## src/rtl/barcode_pkg.sv

```systemverilog
// barcode_pkg: shared types and constants for the scan-line barcode detector.
//   - row_state_t : per-row decoder state encoding
//   - RUN_W/CNT_W : run-length counter and bar counter widths
//   - within_one  : |a - b| <= 1 helper used by the start-guard check
package barcode_pkg;

    localparam int RUN_W = 10;
    localparam int CNT_W = 6;

    localparam logic [RUN_W-1:0] RUN_MAX         = '1;
    localparam logic [CNT_W-1:0] BAR_MAX         = '1;
    localparam logic [CNT_W-1:0] EXPECT_BARS_DEF = 6'd30;

    typedef enum logic [2:0] {
        S_IDLE,
        S_QUIET,
        S_BAR,
        S_SPACE,
        S_TAIL,
        S_ERR
    } row_state_t;

    function automatic logic within_one(input logic [RUN_W-1:0] a,
                                        input logic [RUN_W-1:0] b);
        return (a >= b) ? ((a - b) <= RUN_W'(1)) : ((b - a) <= RUN_W'(1));
    endfunction

endpackage

```

## src/rtl/barcode_run_len.sv

```systemverilog
// barcode_run_len: run-length front end for the scan-line decoder.
// Ports:
//   clk, rst          : pixel clock, synchronous active-high reset
//   in_de, in_data    : data enable and binarised pixel (1 = black)
//   line_start        : first in_de pixel of a line
//   line_end          : first cycle after in_de falls
//   run_done          : previous run finished this cycle (colour change or line end)
//   run_colour        : colour of the run that just finished
//   run_width         : width of the run that just finished (saturating)
//   cur_width         : width of the run including the current pixel
module barcode_run_len
    import barcode_pkg::*;
(
    input  logic             clk,
    input  logic             rst,
    input  logic             in_de,
    input  logic             in_data,
    output logic             line_start,
    output logic             line_end,
    output logic             run_done,
    output logic             run_colour,
    output logic [RUN_W-1:0] run_width,
    output logic [RUN_W-1:0] cur_width
);

    logic             de_d;
    logic             colour_q;
    logic [RUN_W-1:0] width_q;
    logic             colour_chg;

    assign line_start = in_de & ~de_d;
    assign line_end   = ~in_de & de_d;
    assign colour_chg = in_de & de_d & (in_data != colour_q);
    assign run_done   = colour_chg | line_end;
    assign run_colour = colour_q;
    assign run_width  = width_q;

    always_comb begin
        cur_width = width_q;
        if (in_de) begin
            if (line_start || colour_chg) begin
                cur_width = RUN_W'(1);
            end else if (width_q != RUN_MAX) begin
                cur_width = width_q + 1'b1;
            end
        end
    end

    // de_d resets high so a reset released mid-line never looks like a line
    // start; the remainder of that line is ignored.
    always_ff @(posedge clk) begin
        if (rst) begin
            de_d     <= 1'b1;
            colour_q <= 1'b0;
            width_q  <= '0;
        end else begin
            de_d <= in_de;
            if (in_de) begin
                colour_q <= in_data;
                width_q  <= cur_width;
            end
        end
    end

endmodule

```

## src/rtl/barcode_scan.sv

```systemverilog
// barcode_scan: scan-line barcode detector producing the overlay's scan_en.
// Build option: define BARCODE_GUARD_CHECK_EN to check the start guard
// (bar/space/bar widths within one pixel of the first bar) and report the
// module width; otherwise mod_width is tied to zero.
// Ports:
//   clk, rst            : pixel clock, synchronous active-high reset
//   x_in, y_in          : pixel coordinates (x is informational only)
//   in_vs, in_de        : vertical sync, data enable
//   in_data             : binarised pixel, 1 = black
//   scan_en             : all three rows decoded valid in the previous frame
//   bar_cnt             : bar count of the most recently finished row
//   mod_width           : start-guard bar width of the last valid row
//
// state   | meaning
// --------+-------------------------------------------------------------
// S_IDLE  | waiting for the first pixel of a scan row
// S_QUIET | inside the leading white quiet zone
// S_BAR   | measuring a black bar
// S_SPACE | measuring a white space between bars
// S_TAIL  | symbol closed by a wide space; only white may follow
// S_ERR   | row rejected, waiting for line end
module barcode_scan
    import barcode_pkg::*;
#(
    parameter logic [RUN_W-1:0] BAR_LOC_Y1  = 10'd80,
    parameter logic [RUN_W-1:0] BAR_LOC_Y2  = 10'd100,
    parameter logic [RUN_W-1:0] BAR_LOC_Y3  = 10'd130,
    parameter logic [CNT_W-1:0] EXPECT_BARS = EXPECT_BARS_DEF,
    parameter logic [RUN_W-1:0] MIN_W       = 10'd1,
    parameter logic [RUN_W-1:0] MAX_W       = 10'd16
) (
    input  logic             clk,
    input  logic             rst,
    input  logic [RUN_W-1:0] x_in,
    input  logic [RUN_W-1:0] y_in,
    input  logic             in_vs,
    input  logic             in_de,
    input  logic             in_data,
    output logic             scan_en,
    output logic [CNT_W-1:0] bar_cnt,
    output logic [CNT_W-1:0] mod_width
);

    logic             line_start;
    logic             line_end;
    logic             run_done;
    logic             run_colour;
    logic [RUN_W-1:0] run_width;
    logic [RUN_W-1:0] cur_width;

    barcode_run_len u_run_len (
        .clk        (clk),
        .rst        (rst),
        .in_de      (in_de),
        .in_data    (in_data),
        .line_start (line_start),
        .line_end   (line_end),
        .run_done   (run_done),
        .run_colour (run_colour),
        .run_width  (run_width),
        .cur_width  (cur_width)
    );

    logic unused_x;
    assign unused_x = ^x_in;

    row_state_t       state_q, state_nx;
    logic [2:0]       row_sel_q, row_sel_nx;
    logic [CNT_W-1:0] bars_q, bars_nx;
    logic [2:0]       row_ok;
    logic             vs_d;
    logic             vs_rise;
    logic [2:0]       hit_sel;
    logic             bar_end;
    logic             space_end;
    logic             guard_bad;
    logic             line_fin;
    logic             line_good;

    assign vs_rise   = in_vs & ~vs_d;
    assign bar_end   = run_done & in_de & run_colour;
    assign space_end = run_done & in_de & ~run_colour;

`ifdef BARCODE_GUARD_CHECK_EN
    logic [RUN_W-1:0] w0_q, w0_nx;
    // With one bar counted, the run now ending is either the first space
    // or the second bar; both must match the first bar within one pixel.
    assign guard_bad = (bars_q == CNT_W'(1)) && !within_one(run_width, w0_q);
`else
    assign guard_bad = 1'b0;
`endif

    always_comb begin
        hit_sel = 3'b000;
        if (y_in == BAR_LOC_Y1) begin
            hit_sel = 3'b001;
        end else if (y_in == BAR_LOC_Y2) begin
            hit_sel = 3'b010;
        end else if (y_in == BAR_LOC_Y3) begin
            hit_sel = 3'b100;
        end
    end

    always_comb begin
        state_nx   = state_q;
        row_sel_nx = row_sel_q;
        bars_nx    = bars_q;
        line_fin   = 1'b0;
        line_good  = 1'b0;
`ifdef BARCODE_GUARD_CHECK_EN
        w0_nx      = w0_q;
`endif
        if (vs_rise) begin
            // Aborted rows need no explicit clear: row_ok is wiped on vs_rise.
            state_nx = S_IDLE;
        end else begin
            unique case (state_q)
                S_IDLE: begin
                    if (line_start && (hit_sel != 3'b000)) begin
                        row_sel_nx = hit_sel;
                        bars_nx    = '0;
`ifdef BARCODE_GUARD_CHECK_EN
                        w0_nx      = '0;
`endif
                        // A black first pixel means the symbol is clipped.
                        state_nx   = in_data ? S_ERR : S_QUIET;
                    end
                end
                S_QUIET: begin
                    if (line_end) begin
                        line_fin  = 1'b1;
                        line_good = (bars_q == EXPECT_BARS);
                        state_nx  = S_IDLE;
                    end else if (in_de && in_data) begin
                        state_nx = S_BAR;
                    end
                end
                S_BAR: begin
                    if (line_end) begin
                        line_fin = 1'b1;
                        state_nx = S_IDLE;
                    end else if (bar_end) begin
                        if ((run_width > MAX_W) || (run_width < MIN_W) || guard_bad) begin
                            state_nx = S_ERR;
                        end else begin
                            bars_nx  = (bars_q == BAR_MAX) ? bars_q : bars_q + 1'b1;
`ifdef BARCODE_GUARD_CHECK_EN
                            if (bars_q == '0) begin
                                w0_nx = run_width;
                            end
`endif
                            state_nx = S_SPACE;
                        end
                    end
                end
                S_SPACE: begin
                    if (line_end) begin
                        line_fin  = 1'b1;
                        line_good = (bars_q == EXPECT_BARS);
                        state_nx  = S_IDLE;
                    end else if (space_end) begin
                        state_nx = ((run_width < MIN_W) || guard_bad) ? S_ERR : S_BAR;
                    end else if (in_de && (cur_width > MAX_W)) begin
                        state_nx = S_TAIL;
                    end
                end
                S_TAIL: begin
                    if (line_end) begin
                        line_fin  = 1'b1;
                        line_good = (bars_q == EXPECT_BARS);
                        state_nx  = S_IDLE;
                    end else if (in_de && in_data) begin
                        state_nx = S_ERR;
                    end
                end
                S_ERR: begin
                    if (line_end) begin
                        line_fin = 1'b1;
                        state_nx = S_IDLE;
                    end
                end
                default: state_nx = S_IDLE;
            endcase
        end
    end

    always_ff @(posedge clk) begin
        if (rst) begin
            state_q   <= S_IDLE;
            row_sel_q <= '0;
            bars_q    <= '0;
            row_ok    <= '0;
            vs_d      <= 1'b0;
            scan_en   <= 1'b0;
            bar_cnt   <= '0;
        end else begin
            state_q   <= state_nx;
            row_sel_q <= row_sel_nx;
            bars_q    <= bars_nx;
            vs_d      <= in_vs;
            if (vs_rise) begin
                scan_en <= &row_ok;
                row_ok  <= '0;
            end else if (line_fin) begin
                row_ok  <= line_good ? (row_ok | row_sel_q) : (row_ok & ~row_sel_q);
                bar_cnt <= bars_q;
            end
        end
    end

`ifdef BARCODE_GUARD_CHECK_EN
    always_ff @(posedge clk) begin
        if (rst) begin
            w0_q      <= '0;
            mod_width <= '0;
        end else begin
            w0_q <= w0_nx;
            if (!vs_rise && line_fin && line_good) begin
                mod_width <= w0_q[CNT_W-1:0];
            end
        end
    end
`else
    assign mod_width = '0;
`endif

endmodule
```

## config.mk

```make
export PLATFORM = sky130hd
export DESIGN_NAME = barcode_scan
export DESIGN_NICKNAME = d
export VERILOG_FILES = /design/src/rtl/barcode_pkg.sv /design/src/rtl/barcode_run_len.sv /design/src/rtl/barcode_scan.sv
export SDC_FILE = /design/constraint.sdc
export NUM_CORES = 1
export LEC_CHECK = 0
export CORE_ASPECT_RATIO = 1.2
export CORE_MARGIN = 1
export CORE_UTILIZATION = 45
export DETAILED_ROUTE_END_ITERATION = 10
export GPL_TIMING_DRIVEN = 0
export PLACE_DENSITY = 0.72
export REMOVE_ABC_BUFFERS = 1
export SETUP_SLACK_MARGIN = 0.15
export SLEW_MARGIN = 20
export SYNTH_ARGS = -nofsm -noshare
export SYNTH_HDL_FRONTEND = slang
export SYNTH_HIERARCHICAL = 1
export SYNTH_SLANG_ARGS = --single-unit
```

## constraint.sdc

```tcl
create_clock -name clk -period 2.7 [get_ports clk]
set_input_delay 0.27 -clock clk [delete_from_list [all_inputs] [get_ports clk]]
set_output_delay 0.27 -clock clk [all_outputs]
set_load 0.01 [all_outputs]
```

==> flow_summary.json <==
{
  "status": "completed",
  "viasPerCell": 5.83,
  "place_congestion": 0.850,
  "drv_cap": 0,
  "grt_pass1_wl_mm": 9.20,
  "htree_levels": 2,
  "finalMaxSlewViolations": 0,
  "rsz0062_at_grt": "true",
  "coreArea_mm2": 0.00466,
  "grt_pass1_vias": 2060,
  "max-vdd-ir-drop_uv": 373,
  "synth-xor-area-share_pct": 1.53,
  "crit_path_max_fanout": 4,
  "firstDrtPassIters": 4,
  "critPathCaptureType": "register",
  "min_path_cells": 2,
  "antenna_found_initial": 0,
  "reg2regPathDepth": 10,
  "avgSynthCellArea_um2": 8.36,
  "rows": 27,
  "ys_top_cells_by_area": "dfxtp_1 (32%), mux2i_1 (5.4%), nor2_1 (4.6%), nand2_1 (3.7%), a21oi_1 (3.6%)",
  "grt-ovfl-total": 0,
  "async_flop_share_pct": 0,
  "num_vias": 2185,
  "whs_ns": 0.454,
  "power.density_mw_per_mm2": 343,
  "fin_setup_tns_ns": 0,
  "synth_top_family_by_area": "simple AND/OR/NAND/NOR gates",
  "clock.fmax_mhz": 378,
  "finalCritPeriodShare_pct": 97.9,
  "synth_compound_area_share_pct": 22.8,
  "grt_max_degree": 29,
  "cp-startpoint": "u_run_len/run_width[1]$_SDFFE_PP0P_",
  "dp_worst_setup_slack_ns": -1.14,
  "period_needed_ns": 2.64,
  "grt_use_total_pct": 22.6,
  "critPathArrivalTime_ns": 2.86,
  "fp.dieW_um": 66.0,
  "cts_tree": "done",
  "min_from": "in_de",
  "drt_iter0_drc": 189,
  "antenna_cells": 0,
  "yosys-mux-area-fraction_pct": 6.61,
  "synth_area_mm2": 0.00221,
  "setup.worst_path.start_class": "register",
  "slew_headroom_pct": 32.4,
  "die_h_um": 78.9,
  "critPathKind": "register to register",
  "yosysTopAreaCell": "dfxtp_1",
  "timing.rr.start": "u_run_len/run_width[1]$_SDFFE_PP0P_",
  "dp_cells": 334,
  "synth-adder-area-share_pct": 1.69,
  "yosys_warnings": 6,
  "power.leakage_nw": 1.08,
  "synth_top_area_share_pct": 31.6,
  "synth-edff-count": 0,
  "drive_above_1_share_pct": 28.7,
  "seq_area_frac_synth_pct": 31.6,
  "synth-seq-cells": 35,
  "required_ns": 2.91,
  "wl_per_cell_um": 15.0,
  "finalClockSkew_ns": 0.00804,
  "setup_viol": 0,
  "tightestPinTransition_ns": 1.01,
  "nNetsFinal": 344,
  "route.detailed.drc": 0,
  "synth_simple_gate_area_share_pct": 30.5,
  "ys_types": 64,
  "setup_ws_ns": 0.0570,
  "dieArea_mm2": 0.00521,
  "dp_hpwl_mm": 3.36,
  "synthCells": 265,
  "finalHoldViolations": 0,
  "wl_mm": 5.61,
  "cts_buffers": 5,
  "io_pins": 38,
  "syn_to_final_growth_pct": 33.8,
  "clk_pin_slew_ns": 0.07,
  "clock_latency_ns": 0.29,
  "yosys_most_used_dff": "dfxtp_1",
  "antenna_left": 0,
  "fin_cells": 375,
  "port_buffers": 21,
  "hold_path.class": "input pin to register",
  "fillers": 400,
  "root_buffer": "clkbuf_8",
  "final_core_util_pct": 63.6,
  "start_util_pct": 47.5,
  "clk_path_buf_depth": 2,
  "cts.sinks": 35
}
-- repair_timing --
item,4_1_cts,5_1_grt
pin swaps,12,7
setup endpoints to repair,18,3
hold buffers,0,0
resized for setup,47,10
endpoints found under the hold margin,0,0
setup buffers,25,8
-- routing by layer --
layer / global-route usage, % / part of all wire [%] / vias up
met1: 26.3 / 42 / 1047
met3: 4.31 / 3.6 / 14
met5: 0 / 0 / -
met2: 40.4 / 52 / 46
li1: - / - / 1078
met4: 8.30 / 2.3 / 0
-- layout by cell type, fill, tap and decap left out, types with 8 or more instances in the layout --
master / synthesis / layout
clkdlybuf4s50_1: 0 / 19
nor2_1: 27 / 27
a21oi_1: 16 / 16
nand2_1: 22 / 19
nor3_1: 9 / 8
dfxtp_4: 0 / 10
mux2i_1: 12 / 12
o21ai_0: 9 / 9
buf_4: 7 / 32
dfxtp_1: 35 / 24
nand2b_1: 8 / 8
-- Yosys cell counts (all sizes together) (3+ instances only) --
| cell | n |
|---|---|
| dfxtp | 35 |
| nor2 | 27 |
| nand2 | 22 |
| a21oi | 16 |
| mux2i | 12 |
| nand3 | 12 |
| nor3 | 12 |
| buf | 9 |
| o21ai | 9 |
| nand2b | 8 |
| a211oi | 7 |
| inv | 7 |
| nand4 | 7 |
| clkbuf | 6 |
| nor2b | 5 |
| nor4 | 4 |
| or2 | 4 |
| a311oi | 3 |
| and3 | 3 |
| and3b | 3 |
| ha | 3 |
| o211ai | 3 |
| o21bai | 3 |
| or3 | 3 |
| xnor2 | 3 |
-- kinds of logic (layout without fill, tap and decap cells) --
family,count (synthesis),after routing
buffers and inverters,22,69
other,1,6
multiplexers,14,14
AO/OA/AOI/OAI,67,67
adder cells (fa/ha/maj),3,3
AND/OR/NAND/NOR,120,120
flip-flops,35,35
XOR/XNOR,3,3
-- critical path, stage by stage, from the launching register on --
cell and delay, ns:
dfxtp_4 0.37, ha_4 0.18, and3_4 0.18, a311oi_2 0.22, xnor2_1 0.19, nor2_1 0.08
o41a_1 0.41, o311a_1 0.34, a211oi_2 0.21, o21bai_4 0.18, mux2i_1 0.19
-- worst paths after layout --
path | endpoint | slack [ns]
min | u_run_len/de_d$_SDFF_PP1_ | 0.45
max reg2reg | state_q[2]$_SDFFE_PP0P_ | 0.06
min reg2reg | scan_en$_SDFFE_PP0P_ | 0.46
max | state_q[2]$_SDFFE_PP0P_ | 0.06
-- sequential cells by signal (all words and copies together) (netlist names), named ones only --
signal,cells
u_run_len/run_width,10
bar_cnt,6
bars_q,6
row_sel_q,3
state_q,3
scan_en,1
u_run_len/de_d,1
u_run_len/run_colour,1
vs_d,1
-- area by class of cell --
class | instances | area, um^2 | share of cell area [%]
Tap cell | 58 | 72.6 | 2.45
Multi-Input combinational cell | 213 | 1580 | 53.4
Sequential cell | 35 | 739 | 25.0
Timing Repair Buffer | 54 | 458 | 15.5
Inverter | 7 | 26.3 | 0.887
Clock buffer | 6 | 72.6 | 2.45
Clock inverter | 2 | 12.5 | 0.422
-- where the power goes --
group,switching [mW],leakage (nW),internal (mW)
clock,0.195,0.0412,0.180
combinational,0.0648,0.745,0.0567
sequential,0.00745,0.291,0.512
-- through the flow --
| step | total power [mW] | instance area (um^2) |
|---|---|---|
| finish | 1.02 | 2960 |
| floorplan | 0.592 | 2150 |
| detailed placement | 0.637 | 2430 |
| global placement | 0.636 | 2430 |
| global route | 1.06 | 2960 |
| CTS | 1.01 | 2850 |
No activity file was read; power rests on OpenSTA's default activity.
